$ cat src/rtl/tetris_pkg.sv
// Shared board defaults, row type and collapse FSM state encoding for the
// line-clear engine and its board owner.
package tetris_pkg;

  localparam int ROW_W_DEF = 12;
  localparam int ROWS_DEF  = 22;

  typedef logic [ROW_W_DEF-1:0] row_t;

  // Walls set, playfield clear.
  localparam row_t FILL_ROW_DEF = 12'h801;

  typedef enum logic [1:0] {
    IDLE = 2'd0,
    SCAN = 2'd1,
    FILL = 2'd2,
    DONE = 2'd3
  } state_t;

endpackage

$ cat src/rtl/line_clear_engine_if.sv
// Board read/write port between the line-clear engine (master) and the
// board storage owner (slave). rd_data answers rd_addr in the same cycle.
interface line_clear_engine_if #(
  parameter int ROWS  = 22,
  parameter int ROW_W = 12
);
  localparam int AW = $clog2(ROWS);

  logic [AW-1:0]    rd_addr;
  logic [ROW_W-1:0] rd_data;
  logic             wr_en;
  logic [AW-1:0]    wr_addr;
  logic [ROW_W-1:0] wr_data;

  modport master (
    output rd_addr,
    output wr_en,
    output wr_addr,
    output wr_data,
    input  rd_data
  );

  modport slave (
    input  rd_addr,
    input  wr_en,
    input  wr_addr,
    input  wr_data,
    output rd_data
  );

endinterface

$ cat src/rtl/line_clear_engine_row_full_detect.sv
// Flags a board row whose playfield columns COL_LO..COL_HI are all occupied;
// wall bits outside that range never affect the result.
module row_full_detect #(
  parameter int ROW_W  = 12,
  parameter int COL_LO = 1,
  parameter int COL_HI = 10
) (
  input  logic [ROW_W-1:0] row,
  output logic             full
);

  assign full = &row[COL_HI:COL_LO];

endmodule

$ cat src/rtl/line_clear_engine.sv
// Scans the board bottom-up, compacts surviving rows downward in one pass and
// refills the vacated top rows with FILL_ROW.
module line_clear_engine
  import tetris_pkg::*;
#(
  parameter int               ROW_W    = ROW_W_DEF,
  parameter int               COL_LO   = 1,
  parameter int               COL_HI   = 10,
  parameter int               ROWS     = ROWS_DEF,
  parameter logic [ROW_W-1:0] FILL_ROW = ROW_W'(FILL_ROW_DEF)
) (
  input  logic                       clk,
  input  logic                       reset,
  input  logic                       start,
  line_clear_engine_if.master        bus,
  output logic                       busy,
  output logic                       done,
  output logic [$clog2(ROWS+1)-1:0]  lines_cleared,
  output logic [ROWS-1:0]            cleared_mask
);

  localparam int AW = $clog2(ROWS);
  localparam int CW = $clog2(ROWS+1);

  state_t           state_r;
  logic [AW-1:0]    rd_ptr_r;
  logic [AW-1:0]    wr_ptr_r;
  logic [AW-1:0]    scan_cnt_r;
  logic [CW-1:0]    count_r;
  logic [ROWS-1:0]  mask_r;
  logic             busy_r;
  logic             done_r;
  logic             full_s;
  logic             last_scan_s;
  logic             wr_en_s;
  logic [AW-1:0]    wr_addr_s;
  logic [ROW_W-1:0] wr_data_s;

  row_full_detect #(
    .ROW_W  (ROW_W),
    .COL_LO (COL_LO),
    .COL_HI (COL_HI)
  ) u_row_full_detect (
    .row  (bus.rd_data),
    .full (full_s)
  );

  assign last_scan_s = (scan_cnt_r == AW'(ROWS-1));

  // Collapse FSM: pointers, scan counter, clear statistics and status flags.
  always_ff @(posedge clk or posedge reset) begin
    if (reset) begin
      state_r    <= IDLE;
      rd_ptr_r   <= '0;
      wr_ptr_r   <= '0;
      scan_cnt_r <= '0;
      count_r    <= '0;
      mask_r     <= '0;
      busy_r     <= 1'b0;
      done_r     <= 1'b0;
    end else begin
      case (state_r)
        IDLE: begin
          done_r <= 1'b0;
          if (start) begin
            state_r    <= SCAN;
            rd_ptr_r   <= AW'(ROWS-1);
            wr_ptr_r   <= AW'(ROWS-1);
            scan_cnt_r <= '0;
            count_r    <= '0;
            mask_r     <= '0;
            busy_r     <= 1'b1;
          end
        end
        SCAN: begin
          if (full_s) begin
            count_r          <= count_r + CW'(1);
            mask_r[rd_ptr_r] <= 1'b1;
          end else if (wr_ptr_r != '0) begin
            wr_ptr_r <= wr_ptr_r - AW'(1);
          end
          // Pointers saturate at row 0; termination comes from scan_cnt_r.
          if (rd_ptr_r != '0) begin
            rd_ptr_r <= rd_ptr_r - AW'(1);
          end
          scan_cnt_r <= scan_cnt_r + AW'(1);
          if (last_scan_s) begin
            state_r <= ((count_r != '0) || full_s) ? FILL : DONE;
          end
        end
        FILL: begin
          if (wr_ptr_r == '0) begin
            state_r <= DONE;
          end else begin
            wr_ptr_r <= wr_ptr_r - AW'(1);
          end
        end
        DONE: begin
          state_r <= IDLE;
          busy_r  <= 1'b0;
          done_r  <= 1'b1;
        end
        default: begin
          state_r <= IDLE;
          busy_r  <= 1'b0;
          done_r  <= 1'b0;
        end
      endcase
    end
  end

  // Write port is combinational: rows move in the same cycle they are read.
  always_comb begin
    wr_en_s   = 1'b0;
    wr_addr_s = '0;
    wr_data_s = '0;
    case (state_r)
      SCAN: begin
        wr_data_s = bus.rd_data;
        if (!full_s && (wr_ptr_r != rd_ptr_r)) begin
          wr_en_s   = 1'b1;
          wr_addr_s = wr_ptr_r;
        end else begin
          wr_en_s   = 1'b0;
          wr_addr_s = '0;
        end
      end
      FILL: begin
        wr_en_s   = 1'b1;
        wr_addr_s = wr_ptr_r;
        wr_data_s = FILL_ROW;
      end
      default: begin
        wr_en_s   = 1'b0;
        wr_addr_s = '0;
        wr_data_s = '0;
      end
    endcase
  end

  assign bus.rd_addr   = rd_ptr_r;
  assign bus.wr_en     = wr_en_s;
  assign bus.wr_addr   = wr_addr_s;
  assign bus.wr_data   = wr_data_s;
  assign busy          = busy_r;
  assign done          = done_r;
  assign lines_cleared = count_r;
  assign cleared_mask  = mask_r;

endmodule

$ cat src/flat_wrapper.sv
// flat-port wrapper written by rule: the top's interface ports become plain ports
module line_clear_engine_flat import tetris_pkg::*;
#(
  parameter int               ROW_W    = ROW_W_DEF,
  parameter int               COL_LO   = 1,
  parameter int               COL_HI   = 10,
  parameter int               ROWS     = ROWS_DEF,
  parameter logic [ROW_W-1:0] FILL_ROW = ROW_W'(FILL_ROW_DEF)
)
  (clk, reset, start, busy, done, lines_cleared, cleared_mask, bus_rd_addr, bus_wr_en, bus_wr_addr, bus_wr_data, bus_rd_data);
  line_clear_engine_if #(.ROWS(ROWS), .ROW_W(ROW_W)) bus_i ();
  input  logic clk;
  input  logic reset;
  input  logic start;
  output logic busy;
  output logic done;
  output logic [$clog2(ROWS+1)-1:0] lines_cleared;
  output logic [ROWS-1:0] cleared_mask;
  output wire logic [$bits(bus_i.rd_addr)-1:0] bus_rd_addr;
  output wire logic [$bits(bus_i.wr_en)-1:0] bus_wr_en;
  output wire logic [$bits(bus_i.wr_addr)-1:0] bus_wr_addr;
  output wire logic [$bits(bus_i.wr_data)-1:0] bus_wr_data;
  input wire logic [$bits(bus_i.rd_data)-1:0] bus_rd_data;
  assign bus_rd_addr = bus_i.rd_addr;
  assign bus_wr_en = bus_i.wr_en;
  assign bus_wr_addr = bus_i.wr_addr;
  assign bus_wr_data = bus_i.wr_data;
  assign bus_i.rd_data = bus_rd_data;
  line_clear_engine #(.ROW_W(ROW_W), .COL_LO(COL_LO), .COL_HI(COL_HI), .ROWS(ROWS), .FILL_ROW(FILL_ROW)) u_core (.clk(clk), .reset(reset), .start(start), .bus(bus_i), .busy(busy), .done(done), .lines_cleared(lines_cleared), .cleared_mask(cleared_mask));
endmodule
$ cat config.mk
export PLATFORM = sky130hd
export DESIGN_NAME = line_clear_engine_flat
export DESIGN_NICKNAME = d
export VERILOG_FILES = /design/src/rtl/tetris_pkg.sv /design/src/rtl/line_clear_engine_if.sv /design/src/rtl/line_clear_engine_row_full_detect.sv /design/src/rtl/line_clear_engine.sv /design/src/flat_wrapper.sv
export SDC_FILE = /design/constraint.sdc
export NUM_CORES = 1
export LEC_CHECK = 0
export ABC_AREA = 1
export CORE_MARGIN = 5
export CORE_UTILIZATION = 30
export DETAILED_ROUTE_END_ITERATION = 16
export HOLD_SLACK_MARGIN = 0.1
export SLEW_MARGIN = 5
export SYNTH_ARGS = -nofsm -noshare
export SYNTH_HDL_FRONTEND = slang
export SYNTH_SLANG_ARGS = --single-unit
$ cat constraint.sdc
create_clock -name clk -period 2.1 [get_ports clk]
set_clock_uncertainty 0.15 [all_clocks]
set_input_delay 0.525 -clock clk [delete_from_list [all_inputs] [get_ports clk]]
set_output_delay 0.525 -clock clk [all_outputs]
set_load 0.02 [all_outputs]
# Word-level counts from Yosys, hierarchy flattened
# Cells that the tools add are included.
# word_totals
output_inout_bits	52
register_bits	46
in_bits	15
# classes
eq_ne	13
n_mux	29
magnitude_cmp	2
add_sub_neg	4
reduce_logical	19
bitwise	1
# ops
operator	n
2-to-1 mux 22 bit	2
case mux 22 bit (2 select lines)	1
2-to-1 mux 5 bit	8
case mux 5 bit (2 select lines)	4
case mux 12 bit (2 select lines)	1
OR 22 bit	1
case mux 5 bit (3 select lines)	1
nonzero test 5 bit	3
adder 5 x 1 -> 5 bit, second input constant	2
!= test 2 x 1 -> 1 bit, second input constant	5
AND reduction 10 bit	1
subtractor 5 x 1 -> 5 bit, second input constant	2
AND reduction 3 bit	3
case mux 2 bit (4 select lines)	1
< comparator 5 x 6 -> 1 bit, second input constant	1
2-to-1 mux 2 bit	3
!= test 2 bit, second input constant	3
case mux 1 bit (2 select lines)	3
demux 1 bit (select 5 bit)	1
equality test 5 bit, second input constant	1
greater-or-equal comparator 5 x 1 -> 1 bit, second input constant	1
logical NOT 5 bit	1
!= test 5 bit	1
AND reduction 5 bit	1
10 further kinds	17

# Depth between registers and ports, before layout
# logic_depth
depth_word	7
mapped_depth	10

# Cells and area by module
# A second synthesis with hierarchy kept.
# unflattened
cells_unflattened	315
hier_area_um2	2532.4
# modules_own_cells
mod	n_inst	seq_area_each_um2	cells_per_inst	area_per_inst_um2
line_clear_engine	1	1151.1	307	2499.9
row_full_detect	1	0.0	8	32.5

# Worst setup path after synthesis
# No wires, ideal clock.
# synth_timing
path_type	reg2out
startpoint	reg u_core.state_r[1]
endpoint	out bus_wr_addr[0]
t_arrival_ns	1.450
n_path_buf	1
t_required_ns	1.425
stages_incl_launch_ff	10
path_slack_ns	-0.025
path_cell_list	dfrtp_1 inv_1 ha_1 buf_2 nand2_2 inv_1 nand2_1 nand2_1 nand2_1 nor2_1
# synth_via
elab_chain_len	2
elab_cells_between_ends	3
classes_between	eq/ne: 2; mux: 1
# synth_rtl
item	line	rtl
from (decl)	line_clear_engine.sv:25	state_t state_r;
from (signal assigned)	line_clear_engine.sv:88	state_r <= ((count_r != '0) || full_s) ? FILL : DONE;
equality test 2 bit or equality test 2 x 1 -> 1 bit (tied branches)	line_clear_engine.sv:117	case (state_r)
case mux 5 bit (2 select lines) (*)	line_clear_engine.sv:117	
to (decl)	flat_wrapper.sv:21	output wire logic [$bits(bus_i.wr_addr)-1:0] bus_wr_addr;
# Every way passes the cells marked *; elsewhere a longest branch is shown, timed or not.

# Final worst setup path
# layout_timing
startpoint	in bus_rd_data[10]
endpoint	out bus_wr_addr[3]
# layout_via
elab_chain_len	5
# layout_rtl
item	line	rtl
from (decl)	flat_wrapper.sv:23	input wire logic [$bits(bus_i.rd_data)-1:0] bus_rd_data;
AND reduction 10 bit	line_clear_engine_row_full_detect.sv:12	assign full = &row[COL_HI:COL_LO];
logical NOT 1 bit	line_clear_engine.sv:120	if (!full_s && (wr_ptr_r != rd_ptr_r)) begin
logical AND 1 bit	line_clear_engine.sv:120	
2-to-1 mux 5 bit	line_clear_engine.sv:120	
case mux 5 bit (2 select lines)	line_clear_engine.sv:117	
# Every way passes these cells.

==> out/qor.yml <==
outcome:
  status: "finished, violations left"
  violations: "negative setup slack"
setup_path:
  critPathLaunchType: "input port"
  required_ns: 1.42
  critPathCaptureType: "output port"
  cp.arrival_ns: 1.55
  crit_type: "in2out"
  critPathMaxFanout: 6
clock_network:
  clkSinkCount: 46
  cts_tree: "done"
  numCtsBuffers: 5
  clk_pin_slew_ns: 0.09
  htree_levels: 2
  clockBufferDepth: 2
  cts-root-buf: "clkbuf_8"
  insertion_delay_ns: 0.31
synth:
  synth_enable_flop_cells: 0
  synth_most_common_cell: "nand2_1"
  ys_warn_count: 0
  ys_ff_latch: 46
  synth_common_cells: "nand2_1 (79), inv_1 (51), nor2_1 (48)"
  synthArstFlopShare: 1.00
  synth_cells: 361
  synth_top_area_frac: 0.431
  synthFlopType: "dfrtp_1"
  synthTopCellsByArea: "dfrtp_1 (43%), nand2_1 (11%), o21ai_0 (7.7%)"
  synth_top_area_cell: "dfrtp_1"
  postSynthAreaPerCell_sq_um: 7.40
  ys_seq_area_frac: 0.431
  synth_cell_types: 27
  synth_area_sq_um: 2670
  synth.net_count: 389
flow_run:
  maxCapViolCount: 0
timing:
  rsz0062_at_grt: "yes"
  fin_ws_ns: -0.122
  holdWs_ns: 0.274
  worstMarginPinSlew_ns: 0.305
  min_period_over_period: 1.06
  period_needed_ns: 2.22
  max_slew_margin: 0.794
  slew_viol_final: 0
  setup_viol: 8
  max_freq_mhz: 450
  hold_viol_final: 0
detailed_routing:
  drc: 0
  dr.pass1.iters: 4
  totalWireLength_um: 7210
  postRouteAntennaNets: 0
  wl_per_cell_um: 12.5
  num_vias: 2626
  first_iter_violations: 106
  vias_per_cell: 4.57
place:
  place_area_sq_um: 3680
  post-place-cells: 559
  portBuffers: 66
  gp_congestion: 0.840
  place_hpwl_um: 5320
die:
  die-area_sq_um: 10900
  die_w_um: 104
  core_region_area_sq_um: 8720
  dieHeight_um: 104
  start_util: 0.306
  std_cell_rows: 34
  ios: 67
cells_and_area:
  fin_util: 0.458
  regArea_sq_um: 1150
  diodes: 0
  fillers: 859
  final_cells: 575
  stdcell_area_sq_um: 4000
  multi_input_area_sq_um: 1400
  syn_to_final_growth_pct: 49.5
  finalNetCount: 494
  layout-drive-gt1-share: 0.276
global_routing:
  track_usage: 0.129
  grt_pass1_vias: 2536
  antenna_found_initial: 0
  grt_pass1_wl_um: 11900
  grt.overflow.total: 0
  grt_max_degree: 45
power:
  p_per_area_nw_per_um2: 1460
  power_mw: 5.83
  peakVddDrop_v: 0.000829
  p_leak_nw: 1.91
worst_hold_path:
  min-delay-path-class: "in2async"
-- worst paths after layout --
check | from | endpoint | slack (ns) | depth (start not counted)
hold / removal | reset | u_core.lines_cleared[2] | 0.27 | 2
min in group clk | u_core.done | u_core.done | 0.36 | 2
setup / recovery | bus_rd_data[10] | bus_wr_addr[3] | -0.12 | 11
max in group asynchronous | reset | u_core.state_r[0] | 1.05 | 3
hold reg to reg | u_core.done | u_core.done | 0.36 | 2
setup reg to reg | u_core.state_r[1] | u_core.cleared_mask[1] | 0.14 | 11
-- flip-flops by register name (all words and copies together), names as in the netlist --
signal,count
u_core.cleared_mask,22
u_core.wr_ptr_r,5
u_core.scan_cnt_r,5
u_core.bus.rd_addr,5
u_core.busy,1
u_core.state_r,2
u_core.done,1
u_core.lines_cleared,5
-- cells by family after synthesis --
group                      count (synthesis)  share of synthesized area
AOI/OAI and AO/OA                         77                      0.152
adders and majority gates                 13                     0.0609
buffers and inverters                     61                     0.0950
xor gates and xnor gates                   4                     0.0131
DFF                                       46                      0.431
and+or+nand+nor                          160                      0.248
-- metrics by stage --
| stage | setup WS, ns | setup TNS (ns) |
|---|---|---|
| floorplan | -0.0246 | -0.123 |
| global placement | -0.874 | -9.87 |
| detailed placement | -0.902 | -10.51 |
| CTS | -0.132 | -0.908 |
| global route | -0.232 | -2.25 |
| finish | -0.122 | -0.810 |
-- critical path: stages --
cell and delay [ns]:
buf_2 0.10, nand2_1 0.05, nor2_1 0.12, nand3b_1 0.17, nand2_4 0.11, inv_2 0.04, nand2_2 0.08, nand2_4 0.06
nand2_8 0.11, nor2_4 0.05, buf_6 0.12
-- what timing repair did --
action,CTS,global route
hold endpoints to repair,0,0
hold buffers,0,0
setup buffers,1,7
gates resized for setup,139,73
pin swaps,13,11
endpoints found under the setup margin,47,46
-- per-layer routing --
layer	GRT usage	routed length [um]	share of wire	up-vias
li1	-	-	-	1357
met1	0.178	3420	0.47	1215
met2	0.201	3390	0.47	50
met3	0.0341	360	0.050	4
met4	0.0352	36	0.0050	0
met5	0	0	0	-
-- cell usage in the layout (no fill, tap or decap), types with 3 or more instances in the layout --
| master | n |
|---|---|
| clkbuf_8 | 5 |
| xor2_1 | 3 |
| buf_12 | 3 |
| nand4_1 | 4 |
| ha_1 | 11 |
| nand2_2 | 13 |
| nor3_1 | 4 |
| nor2_1 | 43 |
| inv_2 | 20 |
| buf_2 | 8 |
| buf_4 | 36 |
| a21oi_1 | 7 |
| o21ai_1 | 23 |
| clkdlybuf4s50_1 | 32 |
| o21ai_0 | 41 |
| nand2_1 | 64 |
| nor2_4 | 5 |
| dfrtp_1 | 45 |
| o22ai_1 | 3 |
| inv_1 | 31 |
| buf_6 | 19 |
| nand2_4 | 5 |
| nand3_1 | 17 |
| dlygate4sd2_1 | 5 |
-- final cells by class --
cell class / count / area share
multi-input cells: 254 / 0.351
flip-flops and latches: 46 / 0.288
clock inverters: 3 / 0.0113
inverters: 53 / 0.0504
repair buffers: 106 / 0.248
clock buffers: 5 / 0.0172
well taps: 108 / 0.0338
-- report_power, final --
part / leakage, nW / internal [mW] / total, mW / switching, mW
sequential: 0.607 / 1.12 / 1.32 / 0.192
clock: 0.0504 / 0.354 / 0.680 / 0.326
combinational: 1.25 / 1.65 / 3.84 / 2.19
No activity file was read; power rests on OpenSTA's default activity.
